==> src/rtl/alu_seq.sv <==
// -----------------------------------------------------------------------------
// alu_seq -- sequential ALU with single-cycle logic/arith ops and iterative
// multiply (shift-add) / divide (restoring), one bit per clock.
//
// Configuration:
//   ALU_SEQ_DIV_EN  when defined, opcode 1001 is an unsigned divide; when
//                   undefined the divider is not built and 1001 is illegal.
//
// Ports:
//   clk        in   clock, rising edge
//   rst        in   asynchronous active-high reset
//   start      in   request; accepted only while busy=0
//   a, b       in   operands (WIDTH), captured on accepted start
//   op         in   opcode (4), captured on accepted start
//   result     out  low result / quotient
//   result_hi  out  MUL high half / DIV remainder, 0 otherwise
//   zero       out  result == 0
//   carry_out  out  carry out of MSB (ADD/SUB only)
//   overflow   out  signed overflow (ADD/SUB), nonzero high half (MUL)
//   busy       out  iterative operation in progress
//   done       out  one-cycle pulse; outputs valid from this cycle
//   error      out  illegal opcode or divide by zero on last operation
// -----------------------------------------------------------------------------
module alu_seq #(
    parameter int unsigned WIDTH = 8
) (
    input  logic             clk,
    input  logic             rst,
    input  logic             start,
    input  logic [WIDTH-1:0] a,
    input  logic [WIDTH-1:0] b,
    input  logic [3:0]       op,
    output logic [WIDTH-1:0] result,
    output logic [WIDTH-1:0] result_hi,
    output logic             zero,
    output logic             carry_out,
    output logic             overflow,
    output logic             busy,
    output logic             done,
    output logic             error
);

    localparam logic [3:0] OpAnd = 4'b0000;
    localparam logic [3:0] OpOr  = 4'b0001;
    localparam logic [3:0] OpAdd = 4'b0010;
    localparam logic [3:0] OpSub = 4'b0110;
    localparam logic [3:0] OpSlt = 4'b0111;
    localparam logic [3:0] OpNor = 4'b1100;
    localparam logic [3:0] OpMul = 4'b1000;
`ifdef ALU_SEQ_DIV_EN
    localparam logic [3:0] OpDiv = 4'b1001;
`endif

    localparam int unsigned CntW = (WIDTH > 1) ? $clog2(WIDTH) : 1;

    typedef enum logic [0:0] {StIdle, StRun} state_e;

    state_e               state_q, state_d;
    logic [CntW-1:0]      cnt_q, cnt_d;
    // Multiplicand for MUL, divisor for DIV.
    logic [WIDTH-1:0]     opnd_q, opnd_d;
    // Working register: MUL {partial product hi, multiplier/product lo},
    // DIV {remainder, dividend/quotient}.
    logic [2*WIDTH-1:0]   p_q, p_d, p_step;
`ifdef ALU_SEQ_DIV_EN
    logic                 run_div_q, run_div_d;
`endif

    logic [WIDTH-1:0]     res_d, hi_d;
    logic                 zero_d, carry_d, ovf_d, err_d, done_d;

    // ------------------------------------------------------------------
    // Single-cycle decode of the presented operation.
    // ------------------------------------------------------------------
    logic [WIDTH:0]       add_sum, sub_diff;
    logic                 slt_bit;
    logic [WIDTH-1:0]     sc_res, sc_hi;
    logic                 sc_carry, sc_ovf, sc_err, sc_run, sc_div;

    assign add_sum  = {1'b0, a} + {1'b0, b};
    assign sub_diff = {1'b0, a} - {1'b0, b};
    assign slt_bit  = $signed(a) < $signed(b);

    always_comb begin
        sc_res   = '0;
        sc_hi    = '0;
        sc_carry = 1'b0;
        sc_ovf   = 1'b0;
        sc_err   = 1'b0;
        sc_run   = 1'b0;
        sc_div   = 1'b0;
        case (op)
            OpAnd: sc_res = a & b;
            OpOr:  sc_res = a | b;
            OpNor: sc_res = ~(a | b);
            OpAdd: begin
                sc_res   = add_sum[WIDTH-1:0];
                sc_carry = add_sum[WIDTH];
                sc_ovf   = (a[WIDTH-1] == b[WIDTH-1]) && (add_sum[WIDTH-1] != a[WIDTH-1]);
            end
            OpSub: begin
                sc_res   = sub_diff[WIDTH-1:0];
                // No borrow out means a >= b unsigned.
                sc_carry = ~sub_diff[WIDTH];
                sc_ovf   = (a[WIDTH-1] != b[WIDTH-1]) && (sub_diff[WIDTH-1] != a[WIDTH-1]);
            end
            OpSlt: sc_res = {{(WIDTH-1){1'b0}}, slt_bit};
            OpMul: sc_run = 1'b1;
`ifdef ALU_SEQ_DIV_EN
            OpDiv: begin
                if (b == '0) begin
                    sc_res = '1;
                    sc_hi  = a;
                    sc_err = 1'b1;
                end else begin
                    sc_run = 1'b1;
                    sc_div = 1'b1;
                end
            end
`endif
            default: sc_err = 1'b1;
        endcase
    end

    // ------------------------------------------------------------------
    // One iteration of the shift-add multiplier / restoring divider.
    // ------------------------------------------------------------------
    logic [WIDTH:0]       mul_sum;

    assign mul_sum = {1'b0, p_q[2*WIDTH-1:WIDTH]} + (p_q[0] ? {1'b0, opnd_q} : '0);

`ifdef ALU_SEQ_DIV_EN
    logic [WIDTH:0]       div_shift, div_trial;
    logic                 div_fits;

    // Bring the next dividend bit into the partial remainder.
    assign div_shift = {p_q[2*WIDTH-1:WIDTH], p_q[WIDTH-1]};
    assign div_trial = div_shift - {1'b0, opnd_q};
    assign div_fits  = div_shift >= {1'b0, opnd_q};

    always_comb begin
        if (run_div_q) begin
            // Remainder is always < divisor, so the kept value fits WIDTH bits.
            p_step = {(div_fits ? div_trial[WIDTH-1:0] : div_shift[WIDTH-1:0]),
                      p_q[WIDTH-2:0], div_fits};
        end else begin
            p_step = {mul_sum, p_q[WIDTH-1:1]};
        end
    end
`else
    assign p_step = {mul_sum, p_q[WIDTH-1:1]};
`endif

    // ------------------------------------------------------------------
    // Control: next state and registered outputs.
    // ------------------------------------------------------------------
    always_comb begin
        state_d = state_q;
        cnt_d   = cnt_q;
        opnd_d  = opnd_q;
        p_d     = p_q;
`ifdef ALU_SEQ_DIV_EN
        run_div_d = run_div_q;
`endif
        res_d   = result;
        hi_d    = result_hi;
        zero_d  = zero;
        carry_d = carry_out;
        ovf_d   = overflow;
        err_d   = error;
        done_d  = 1'b0;

        unique case (state_q)
            StIdle: begin
                if (start) begin
                    if (sc_run) begin
                        state_d = StRun;
                        cnt_d   = CntW'(WIDTH - 1);
                        opnd_d  = sc_div ? b : a;
                        p_d     = {{WIDTH{1'b0}}, (sc_div ? a : b)};
`ifdef ALU_SEQ_DIV_EN
                        run_div_d = sc_div;
`endif
                    end else begin
                        res_d   = sc_res;
                        hi_d    = sc_hi;
                        zero_d  = (sc_res == '0);
                        carry_d = sc_carry;
                        ovf_d   = sc_ovf;
                        err_d   = sc_err;
                        done_d  = 1'b1;
                    end
                end
            end
            StRun: begin
                p_d = p_step;
                if (cnt_q == '0) begin
                    // Last iteration: publish its result directly.
                    state_d = StIdle;
                    res_d   = p_step[WIDTH-1:0];
                    hi_d    = p_step[2*WIDTH-1:WIDTH];
                    zero_d  = (p_step[WIDTH-1:0] == '0);
                    carry_d = 1'b0;
`ifdef ALU_SEQ_DIV_EN
                    ovf_d   = !run_div_q && (p_step[2*WIDTH-1:WIDTH] != '0);
`else
                    ovf_d   = (p_step[2*WIDTH-1:WIDTH] != '0);
`endif
                    err_d   = 1'b0;
                    done_d  = 1'b1;
                end else begin
                    cnt_d = cnt_q - 1'b1;
                end
            end
            default: state_d = StIdle;
        endcase
    end

    always_ff @(posedge clk or posedge rst) begin
        if (rst) begin
            state_q   <= StIdle;
            cnt_q     <= '0;
            opnd_q    <= '0;
            p_q       <= '0;
`ifdef ALU_SEQ_DIV_EN
            run_div_q <= 1'b0;
`endif
            result    <= '0;
            result_hi <= '0;
            zero      <= 1'b1;
            carry_out <= 1'b0;
            overflow  <= 1'b0;
            error     <= 1'b0;
            done      <= 1'b0;
        end else begin
            state_q   <= state_d;
            cnt_q     <= cnt_d;
            opnd_q    <= opnd_d;
            p_q       <= p_d;
`ifdef ALU_SEQ_DIV_EN
            run_div_q <= run_div_d;
`endif
            result    <= res_d;
            result_hi <= hi_d;
            zero      <= zero_d;
            carry_out <= carry_d;
            overflow  <= ovf_d;
            error     <= err_d;
            done      <= done_d;
        end
    end

    assign busy = (state_q == StRun);

endmodule

==> config.mk <==
export PLATFORM = sky130hd
export DESIGN_NAME = alu_seq
export DESIGN_NICKNAME = d
export VERILOG_FILES = /design/src/rtl/alu_seq.sv
export SDC_FILE = /design/constraint.sdc
export NUM_CORES = 1
export LEC_CHECK = 0
export ABC_AREA = 1
export CORE_MARGIN = 4
export CORE_UTILIZATION = 45
export CTS_CLUSTER_SIZE = 12
export DETAILED_ROUTE_END_ITERATION = 12
export HOLD_SLACK_MARGIN = 0.02
export PLACE_DENSITY = 0.66
export RECOVER_POWER = 25
export SETUP_SLACK_MARGIN = 0.1
export SLEW_MARGIN = 20
export SYNTH_ARGS = -nofsm -noshare
export SYNTH_HDL_FRONTEND = slang
export SYNTH_SLANG_ARGS = --single-unit
export TNS_END_PERCENT = 30
==> constraint.sdc <==
create_clock -name clk -period 3.1 [get_ports clk]
set_clock_uncertainty 0.2 [all_clocks]
set_input_delay 0.93 -clock clk [delete_from_list [all_inputs] [get_ports clk]]
set_output_delay 0.93 -clock clk [all_outputs]
set_load 0.05 [all_outputs]
* After elaboration in Yosys (flattened, before gate mapping)
Cells that the tools add are included.
** Operators by class
- Add/sub/neg operators :: 4
- $mul :: 0
- Div/mod/pow operators :: 0
- $lt $le $gt $ge :: 1
- Eq/ne operators :: 15
- Shift operators :: 0
- Multiplexer cells :: 44
- Bitwise gates (word level) :: 5
- Reduce and logical (&&, ||, !) cells :: 12
** Operators by type and width (number)
- $mux W8 :: 7
- $pmux W8 S6 :: 1
- $mux W16 :: 2
- $pmux W16 S2 :: 1
- $pmux W8 S2 :: 2
- $mux W1 :: 19
- $add A8 B8 Y9 :: 2
- $logic_not A8 Y1 :: 2
- $pmux W1 S2 :: 8
- $mux W3 :: 3
- $reduce_and A3 Y1 :: 3
- $sub A8 B8 Y9 :: 1
- $and A8 B8 Y8 :: 1
- $eq A4 B3 Y1 const B :: 2
- $eq A4 B4 Y1 const B :: 2
- $lt A8 B8 Y1 :: 1
- $ne A2 B2 Y1 const B :: 4
- $not A8 Y8 :: 1
- $or A8 B8 Y8 :: 1
- $reduce_bool A8 Y1 :: 1
- $reduce_or A7 Y1 :: 1
- $pmux W3 S2 :: 1
- $eq A4 B1 Y1 const B :: 1
- $eq A4 B2 Y1 const B :: 1
- 9 further kinds :: 13
** Storage, ports and cells
- Bits in registers :: 49
- Bits in latches :: 0
- Bits in writable memories :: 0
- Memory bits (read-only) :: 0
- Input bits :: 23
- Output and inout bits :: 22
- Memories :: 0

* Longest topological paths before layout
Gate-level depths: netlist of run 1.
- Depth after elaboration :: 7
- Gate-level depth with buffers :: 15
- Mapped depth without buffers :: 14

* Least setup slack after synthesis of run 1
No wires, ideal clock.
- Path kind :: input to register
- Start point :: input port a[0]
- End point :: register zero
- Setup time :: 0.073 ns
- Data arrival time :: 2.345 ns
- Data required time :: 2.827 ns
- Path slack :: 0.482 ns
- Cell stages on the path :: 10
- Buffers on the path :: 0
- Path through :: ha_1 fa_1 xor2_1 a21oi_1 nand3_1 nor2_1 nand2_1 nor2_1 nand3_1 a21oi_1
** On the way
- Longest elaborated chain between the ends :: 7
** Ends and longest elaborated chain
- from (decl) :: line 30 : input logic [WIDTH-1:0] a,
- parallel branches: the longest is 2 deep, another holds $sub A8 B8 Y9
- $pmux W8 S6 (*) :: line 92 : case (op)
- $logic_not A8 Y1 (*) :: line 187 : zero_d = (sc_res == '0);
- $mux W1 (*) :: line 176 : if (sc_run) begin
- $mux W1 (*) :: line 175 : if (start) begin
- $pmux W1 S2 (*) :: line 173 : unique case (state_q)
- to (signal assigned) :: line 245 : zero <= zero_d;
- to (decl) :: line 35 : output logic zero,
Mark *: on every way between the ends. The select of a mux whose other input is x is not followed.
A chain may end at the register's enable or synchronous reset.

* Worst setup path after layout of run 1
- Start point :: input port a[2]
- End point :: register zero
Same word-level chain as after synthesis.

==> results of run 1 <==
## report_power, final
part / switching, mW / internal [mW]
combinational: 1.31 / 0.752
clock: 0.228 / 0.325
sequential: 0.171 / 0.905
total: 1.71 / 1.98
## worst register-to-register path: stages, from the launching register on
cell     delay [ns]
dfrtp_1        0.49
nand2_1        0.12
inv_1          0.05
ha_1           0.22
fa_1           0.43
nand3_1        0.09
nand2_1        0.09
xor2_1         0.18
nand3_1        0.10
nor2_1         0.12
nand4_1        0.13
nand3_1        0.11
nand2_1        0.05
## cells in the final DEF, fill, tap and decap left out, types with 3 or more instances in the layout
| master | count |
|---|---|
| buf_4 | 68 |
| nand4_1 | 12 |
| a21oi_1 | 19 |
| nand2_1 | 158 |
| ha_4 | 5 |
| nor2_4 | 4 |
| dlymetal6s2s_1 | 3 |
| or2_2 | 4 |
| inv_2 | 10 |
| dfrtp_1 | 48 |
| clkdlybuf4s50_1 | 39 |
| nand3_2 | 4 |
| ha_1 | 27 |
| xor2_1 | 6 |
| inv_1 | 72 |
| nor2_1 | 24 |
| o21ai_0 | 13 |
| nor3_1 | 3 |
| o21ai_1 | 11 |
| o211ai_2 | 6 |
| nor2_2 | 10 |
| o211ai_1 | 6 |
| clkbuf_8 | 5 |
| nand3_1 | 45 |
## layer usage
layer	up-vias	wire (um)	track usage [%]
met5	-	0	0
met4	0	196	5.285
met3	14	517	2.919
met2	106	5407	39.19
met1	1789	5144	31.48
li1	1924	-	-
## sequential cells by signal, indices dropped and copies added, names as in the netlist, 3 cells and up
| signal | cells |
|---|---|
| opnd_q | 8 |
| result | 8 |
| cnt_q | 3 |
| result_hi | 8 |
| p_q | 16 |
## path summary, 6_finish.rpt
path | cells after the start | to | from | slack [ns]
setup / recovery | 12 | zero$_DFFE_PP1P_ | a[2] | 0.12
hold / removal | 1 | cnt_q[0]$_DFFE_PP0P_ | cnt_q[0]$_DFFE_PP0P_ | 0.27
setup reg to reg | 12 | overflow$_DFFE_PP0P_ | p_q[0]$_DFFE_PP0P_ | 0.61
hold reg to reg | 1 | cnt_q[0]$_DFFE_PP0P_ | cnt_q[0]$_DFFE_PP0P_ | 0.27
max in group asynchronous | 3 | busy$_DFF_PP0_ | rst | 0.72
min in group asynchronous | 3 | cnt_q[1]$_DFFE_PP0P_ | rst | 1.25
## cell families after synthesis
| family | after synthesis |
|---|---|
| AO/OA/AOI/OAI | 71 |
| XOR/XNOR | 8 |
| adder cells (fa/ha/maj) | 37 |
| buffers and inverters | 97 |
| flip-flops | 49 |
| AND/OR/NAND/NOR | 269 |
## cell type report
class | count | area share, %
clock inverter | 3 | 1.346
multi-input combinational | 385 | 45.59
inverter | 83 | 6.094
clock buffer | 5 | 1.346
sequential | 49 | 24.01
timing repair buffer | 113 | 19.04
tap | 105 | 2.570
## repair_timing
item | CTS | global route
endpoints found under the setup margin | 0 | 7
buffers inserted | 0 | 2
endpoints found under the hold margin | 0 | 0
gates resized for setup | 0 | 30
## metrics by stage
step | power, mW | std cells
after floorplan | 2.425 | 531
after global placement | 3.080 | 733
after detailed placement | 3.108 | 733
after CTS | 3.679 | 741
after global routing | 3.956 | 743
final | 3.689 | 743
==> impl_metrics.csv, run 1 <==
group,metric,value,unit
pwr,p_leak,2.744,nW
finish,drive_above_1_share,21.00,%
grt,antenna_found_initial,0,
sta,tightestPinTransition,1.212,ns
routing,drcViolationCount,0,
clock_tree,clock_latency,0.31,ns
clock_tree,cts_tree,"done",
logic_synthesis,synthFlopType,"dfrtp_1",
grt,grt_max_degree,50,
clock_tree,clk_path_buf_depth,2,
finish,area_growth,33.62,%
grt,grt_pass1_wl,18490,um
logic_synthesis,synth_cells,531,
worst_setup_path,cp_slowest_cell,"clkdlybuf4s50_1",
grt,overflow,0,
sta,hold_slack,0.2668,ns
floorplanning,die_h,100.2,um
outcome,status,"completed",
routing,vias,3833,
logic_synthesis,synth_top_area_share,31.39,%
worst_setup_path,critPathLaunchType,"input port",
sta,post-route-period-util,96.26,%
floorplanning,die_w,100.2,um
logic_synthesis,synth.area.top_cells,"dfrtp_1 (31%), nand2_1 (16%), ha_1 (11%)",
floorplanning,start_util,46.33,%
finish,final_nets,697,
clock_tree,clk_pin_slew_worst_paths,0.09,ns
worst_setup_path,cp_max_fo,7,
pwr,ir_worst_vdd,0.0005700,V
sta,relSlewSlack,19.19,%
logic_synthesis,yosysSeqAreaShare,32.08,%
logic_synthesis,synth.avg_cell_area,7.206,um^2
logic_synthesis,ys_warn_count,0,
clock_tree,cts.sinks,49,
finish,regArea,1227,um^2
logic_synthesis,synthMuxAreaShare,0,%
sta,finalHoldViolations,0,
placed_design,place_congestion,0.9097,
worst_setup_path,crit_type,"input port to flop",
logic_synthesis,ys_ff_latch,49,
worst_setup_path,cp_slowest_stage_delay,0.48,ns
sta,min_period,2.984,ns
logic_synthesis,synth_nets,591,
worst_setup_path,cp.required,3.14,ns
routing,post_drt_wl_per_cell,15.16,um
finish,multi_input_area,2331,um^2
sta,setup_viol,0,
logic_synthesis,synth_edf_count,0,
routing,routed_wl,11270,um
finish,fillerInstances,770,
grt,grt_use_total,23.12,%
logic_synthesis,synth_compound_area_share,12.23,%
logic_synthesis,synth_fa_ha_area_share,12.69,%
floorplanning,fp-row-count,33,
logic_synthesis,syn_area,3826,um^2
logic_synthesis,synthSimpleGateAreaFrac,30.97,%
sta,fmax,0.3351,GHz
sta,fin_ws,0.1161,ns
worst_setup_path,worst_ep_arrival_time,3.02,ns
worst_setup_path,worstSetupEndpointType,"flop",
logic_synthesis,ys_types,37,
pwr,p_per_area,721.5,nW/um^2
sta,maxSlewViolCount,0,
logic_synthesis,synth_top_family_by_area,"simple AND/OR/NAND/NOR gates",
placed_design,portBuffers,44,
clock_tree,cts_buffers,5,
sta,rsz0062_at_grt,"false",
routing,firstDrtPassIters,5,
floorplanning,die-area,10040,um^2
logic_synthesis,synth_area_leader_cell,"dfrtp_1",
floorplanning,ioPinCount,45,
finish,utilization,61.91,%
worst_setup_path,crit_family,"buffers and inverters",
finish,num_antenna_cells,0,
flow_run,maxCapViolations,0,
worst_setup_path,path_cells,"clkdlybuf4s50_1 > inv_1 > ha_4 > buf_4 > xor2_1 > a21oi_1 > nand3_2 > nor2_1 > nand2_1 > nor2_1 > nand3_1 > a21oi_2",
grt,grt_pass1_vias,3737,
routing,vias_per_cell,5.159,
floorplanning,core_area,8258,um^2
placed_design,place_area,4832,um^2
hold_path,hp-class,"flop to flop",
placed_design,dp_slack,-0.2034,ns
routing,ant_nets,0,
placed_design,dp_hpwl,9048,um
worst_setup_path,critPathMostFrequentCell,"nor2_1",
sta,fin_tns_setup,0,ns
worst_setup_path,worst-path-buf-inv,3,
logic_synthesis,synth_most_common_cell,"nand2_1",
clock_tree,hold_buffers,0,
logic_synthesis,yosys-top-cells-count,"nand2_1 (159), inv_1 (74), nand3_1 (49), dfrtp_1 (48), ha_1 (34)",
logic_synthesis,synth-xor-area-share,1.831,%
routing,drt_iter0_drc,198,
clock_tree,h-tree-depth,2,
clock_tree,ctsRootBufferMaster,"clkbuf_8",
finish,post-route-cell-area,5112,um^2
logic_synthesis,async_reset_ff_share,100.0,%
Power figures use the tool's default switching activity.
==> run 2, diff against run 1 <==
==> constraint.sdc (replaced) <==
create_clock -name clk -period 3.5 [get_ports clk]
set_clock_uncertainty 0.2 [all_clocks]
set_input_delay 1.05 -clock clk [delete_from_list [all_inputs] [get_ports clk]]
set_output_delay 1.05 -clock clk [all_outputs]
set_load 0.05 [all_outputs]
==> run 2 against run 1 <==
Net effect: sequential cell count unchanged; cell count down 6.2%; global-route usage down 0.79 points; total power down 17%; worst setup slack better by 0.19 ns; clock-buffer cell count up 1; die area unchanged; design area down 10%; sequential share of layout area up 2.8 points; routed wire length down 5.2%; clock power down 37%; critical path depth up 2.
==> impl_metrics.csv, run 2 (synthesized netlist as in run 1, its figures left out) <==
group,metric,value,unit
finish,layout_common_cells,"nand2_1 (159), inv_1 (74), nand3_1 (49)",
worst_setup_path,crit_type,"input port to flop",
worst_setup_path,critPathLaunchType,"input port",
sta,post-route-period-util,91.38,%
placed_design,place_congestion,0.9633,
worst_setup_path,worst_ep_arrival_time,3.23,ns
clock_tree,clk_path_buf_depth,2,
clock_tree,ctsRootBufferMaster,"clkbuf_8",
sta,relSlewSlack,20.15,%
worst_setup_path,r2r.worst_path.cells,11,
sta,finalHoldViolations,0,
sta,setup_viol,0,
sta,tightestPinTransition,1.198,ns
finish,regMostFlops,"p_q",
grt,grt_use_total,22.34,%
hold_path,min_from,"cnt_q[0]$_DFFE_PP0P_",
finish,stdcell_count,697,
finish,area_growth,19.88,%
placed_design,post-place-cells,689,
worst_setup_path,r2r-end,"overflow$_DFFE_PP0P_",
floorplanning,die_w,100.2,um
finish,final_nets,651,
clock_tree,clock_latency,0.31,ns
routing,ant_nets,0,
hold_path,min_to,"cnt_q[0]$_DFFE_PP0P_",
hold_path,hp-class,"flop to flop",
hold_path,min_path_cells,1,
finish,num_antenna_cells,0,
finish,final_common_cell,"nand2_1",
pwr,p_leak,2.451,nW
pwr,p_per_area,665.5,nW/um^2
floorplanning,die-area,10040,um^2
flow_run,maxCapViolations,0,
grt,overflow,0,
routing,vias,3622,
worst_setup_path,r2r_slack,0.97,ns
worst_setup_path,cp_max_fo,8,
clock_tree,h-tree-depth,2,
sta,min_period,3.198,ns
floorplanning,die_h,100.2,um
finish,drive_above_1_share,10.14,%
sta,maxSlewViolCount,0,
floorplanning,core_area,8258,um^2
sta,fin_tns_setup,0,ns
routing,post_drt_wl_per_cell,15.32,um
clock_tree,cts.sinks,49,
clock_tree,hold_buffers,0,
grt,antenna_found_initial,0,
finish,largest_register_ffs,16,
outcome,status,"completed",
clock_tree,clk_pin_slew_worst_paths,0.10,ns
pwr,power,3.053,mW
grt,grt_max_degree,31,
routing,routed_wl,10680,um
finish,fillerInstances,796,
grt,grt_pass1_wl,18100,um
floorplanning,fp-row-count,33,
grt,grt_pass1_vias,3694,
routing,firstDrtPassIters,4,
sta,fmax,0.3127,GHz
floorplanning,start_util,46.33,%
sta,rsz0062_at_grt,"false",
pwr,ir_worst_vdd,0.0004705,V
sta,fin_ws,0.3016,ns
floorplanning,ioPinCount,45,
routing,drt_iter0_drc,265,
clock_tree,postCtsResizedCells,0,
worst_setup_path,reg2reg_from,"p_q[0]$_DFFE_PP0P_",
worst_setup_path,cp.required,3.53,ns
clock_tree,post_cts_buffers,0,
clock_tree,cts_tree,"done",
placed_design,dp_slack,0.001551,ns
clock_tree,cts_buffers,5,
routing,drcViolationCount,0,
placed_design,dp_hpwl,8596,um
placed_design,portBuffers,44,
routing,vias_per_cell,5.197,
worst_setup_path,worstSetupEndpointType,"flop",
[run 2: worst max-delay path by stage]
stage | startpoint | slack, ns | cells after the start | end
after floorplan | a[0] | 0.76 | 10 | zero$_DFFE_PP1P_
after global placement | b[0] | 0.03 | 11 | zero$_DFFE_PP1P_
after detailed placement | a[1] | 0.002 | 14 | zero$_DFFE_PP1P_
after CTS | a[1] | 0.32 | 14 | zero$_DFFE_PP1P_
after global routing | a[2] | 0.10 | 14 | zero$_DFFE_PP1P_
final | a[2] | 0.30 | 14 | zero$_DFFE_PP1P_
[run 2: per-layer routing]
layer | wire length, um | up-vias | GRT usage [%]
met4 | 352 | 0 | 8.394
met5 | 0 | - | 0
met2 | 4748 | 122 | 34.66
met1 | 4957 | 1639 | 31.11
li1 | - | 1829 | -
met3 | 618 | 32 | 3.892
[run 2: power by group]
group          leakage (nW)  switching [mW]  total, mW  internal [mW]
Clock                0.0374           0.207      0.348          0.141
Sequential            0.628           0.155      0.956          0.801
Combinational          1.79            1.14       1.75          0.610
Total                  2.45            1.50       3.05           1.55
[run 2: cell type report]
type	instances	area (um^2)	share of cell area, %
clock buffers	6	72.57	1.582
clock inverters	2	15.01	0.3273
inverters	83	311.5	6.792
multi-input cells	385	2208	48.15
flip-flops and latches	49	1227	26.76
well taps	105	131.4	2.864
repair buffers	67	620.6	13.53
[run 2: worst max-delay path, cell delays in order]
cell             delay [ns]
clkdlybuf4s50_1        0.52
inv_1                  0.08
ha_1                   0.42
nor2_1                 0.17
nand2_1                0.07
nand3_1                0.14
nand2_1                0.12
nand2_1                0.10
nand2_1                0.05
nand3_1                0.07
nand3_1                0.11
nor2_1                 0.10
nand3_1                0.07
a21oi_1                0.15
[run 2: per-stage QoR]
stage / util (%) / area (um^2) / hold WS [ns]
2_1_floorplan: - / 3826 / 0.2396
3_3_place_gp: 54.55 / 4504 / 0.2577
3_5_place_dp: 54.55 / 4504 / 0.2609
4_1_cts: 55.61 / 4592 / 0.2744
5_1_grt: 55.55 / 4587 / 0.3088
6_report: 55.55 / 4587 / 0.2745
==> run 3, diff against run 2 <==
==> constraint.sdc (replaced) <==
create_clock -name clk -period 3.2 [get_ports clk]
set_clock_uncertainty 0.2 [all_clocks]
set_input_delay 0.96 -clock clk [delete_from_list [all_inputs] [get_ports clk]]
set_output_delay 0.96 -clock clk [all_outputs]
set_load 0.05 [all_outputs]
==> run 3 against run 2 <==
Net effect: sequential cell count stayed put; via count is 1.3% higher; routed wire length is 1.8% higher; clock-buffer cell count is 1 lower; total power is 10% higher; combinational power is 9.7% higher; highest routed layer unchanged.
==> impl_metrics.csv, run 3 (synthesized netlist as in run 1, its figures left out) <==
group,metric,value,unit
grt,grt_use_total,22.57,%
worst_setup_path,crit_type,"input port to flop",
placed_design,place_congestion,0.9161,
worst_setup_path,path_cells,"clkdlybuf4s50_1 > inv_1 > ha_1 > inv_1 > fa_1 > inv_1 > nor2_1 > nor2_1 > nand3_1 > nor2_1 > nand2_1 > nor2_1 > nand3_1 > a21oi_1",
floorplanning,die_w,100.2,um
finish,area_growth,25.60,%
routing,vias_per_cell,5.082,
clock_tree,clk_pin_slew_worst_paths,0.10,ns
finish,drive_above_1_share,16.05,%
clock_tree,cts.sinks,49,
placed_design,place_area,4690,um^2
worst_setup_path,worst_ep_arrival_time,3.04,ns
flow_run,maxCapViolations,0,
pwr,power,3.361,mW
placed_design,dp_hpwl,8975,um
sta,maxSlewViolCount,0,
clock_tree,cts_tree,"done",
worst_setup_path,cp_slowest_cell,"clkdlybuf4s50_1",
worst_setup_path,reg2reg_from,"p_q[0]$_DFFE_PP0P_",
sta,post-route-period-util,93.63,%
routing,post_drt_wl_per_cell,15.06,um
worst_setup_path,worstSetupEndpointType,"flop",
floorplanning,core_area,8258,um^2
pwr,p_per_area,699.3,nW/um^2
worst_setup_path,r2r_slack,0.74,ns
hold_path,hp-class,"flop to flop",
clock_tree,clock_latency,0.31,ns
routing,ant_nets,0,
clock_tree,hold_buffers,0,
worst_setup_path,cp_max_fo,2,
outcome,status,"completed",
grt,grt_pass1_wl,18190,um
sta,fmax,0.3338,GHz
sta,fin_tns_setup,0,ns
finish,post-route-cell-area,4806,um^2
worst_setup_path,critPathMostFrequentCell,"nor2_1",
sta,setup_viol,0,
finish,layout_common_cells,"nand2_1 (159), inv_1 (74), nand3_1 (49)",
routing,routed_wl,10870,um
pwr,p_leak,2.565,nW
finish,regMostFlops,"p_q",
pwr,ir_worst_vdd,0.0005984,V
floorplanning,fp-row-count,33,
clock_tree,post_cts_buffers,0,
routing,drcViolationCount,0,
placed_design,dp_slack,-0.1452,ns
finish,final_common_cell,"nand2_1",
grt,grt_max_degree,29,
floorplanning,die_h,100.2,um
routing,firstDrtPassIters,6,
sta,rsz0062_at_grt,"true",
routing,vias,3669,
worst_setup_path,cp.required,3.24,ns
hold_path,min_from,"cnt_q[0]$_DFFE_PP0P_",
sta,fin_ws,0.2039,ns
clock_tree,cts_buffers,5,
floorplanning,die-area,10040,um^2
floorplanning,start_util,46.33,%
worst_setup_path,r2r-end,"overflow$_DFFE_PP0P_",
sta,finalHoldViolations,0,
placed_design,portBuffers,44,
sta,min_period,2.996,ns
hold_path,min_to,"cnt_q[0]$_DFFE_PP0P_",
clock_tree,h-tree-depth,2,
hold_path,min_path_cells,1,
worst_setup_path,r2r.worst_path.cells,11,
grt,antenna_found_initial,0,
finish,largest_register_ffs,16,
floorplanning,ioPinCount,45,
finish,num_antenna_cells,0,
sta,tightestPinTransition,0.8445,ns
grt,overflow,0,
routing,drt_iter0_drc,180,
sta,relSlewSlack,43.64,%
grt,grt_pass1_vias,3746,
worst_setup_path,critPathLaunchType,"input port",
finish,final_nets,676,
finish,fillerInstances,837,
clock_tree,ctsRootBufferMaster,"clkbuf_8",
worst_setup_path,cp_slowest_stage_delay,0.50,ns
clock_tree,clk_path_buf_depth,2,
run 3: what timing repair did:
item | 4_1_cts | 5_1_grt
setup endpoints to repair | 0 | 4
endpoints found under the hold margin | 0 | 0
gates resized for setup | 0 | 11
run 3: worst max path at each step:
stage | start | end | slack, ns
4_1_cts | a[2] | zero$_DFFE_PP1P_ | 0.18
3_3_place_gp | a[2] | zero$_DFFE_PP1P_ | -0.11
2_1_floorplan | a[0] | zero$_DFFE_PP1P_ | 0.55
6_report | a[0] | zero$_DFFE_PP1P_ | 0.20
5_1_grt | a[0] | zero$_DFFE_PP1P_ | 0.06
3_5_place_dp | a[2] | zero$_DFFE_PP1P_ | -0.15
run 3: metrics by stage:
step / cells / hold slack [ns] / util [%]
floorplan: 531 / 0.2396 / -
global placement: 714 / 0.2531 / 56.79
detailed placement: 714 / 0.2601 / 56.79
CTS: 722 / 0.2744 / 57.94
global route: 722 / 0.3169 / 58.20
finish: 722 / 0.2727 / 58.20
run 3: critical path, delay by kind of cell:
kind | cells | cell delay (ns)
AND/OR/NAND/NOR | 7 | 0.62
buffers and inverters | 4 | 0.72
adder cells (fa/ha/maj) | 2 | 0.60
AO/OA/AOI/OAI | 1 | 0.12
run 3: area by class of cell:
cell class              instances  area (um^2)  area share [%]
clock buffers                   5        68.82           1.432
clock inverters                 3        26.28          0.5467
inverters                      83        311.5           6.483
multi-input cells             385         2245           46.71
flip-flops and latches         49         1227           25.54
well taps                     105        131.4           2.734
repair buffers                 92        795.8           16.56
run 3: report_power, final:
| part | switching (mW) | internal (mW) |
|---|---|---|
| Sequential | 0.169 | 0.876 |
| Combinational | 1.23 | 0.689 |
| Clock | 0.234 | 0.160 |
| Total | 1.64 | 1.72 |
run 3: metal layers:
layer | GRT usage, % | share of wire, % | wire (um) | vias to the layer above
li1 | - | - | - | 1876
met1 | 30.52 | 47 | 5080 | 1707
met2 | 38.99 | 49 | 5285 | 74
met3 | 3.127 | 3.3 | 358 | 12
met4 | 3.834 | 1.4 | 147 | 0
met5 | 0 | 0 | 0 | -
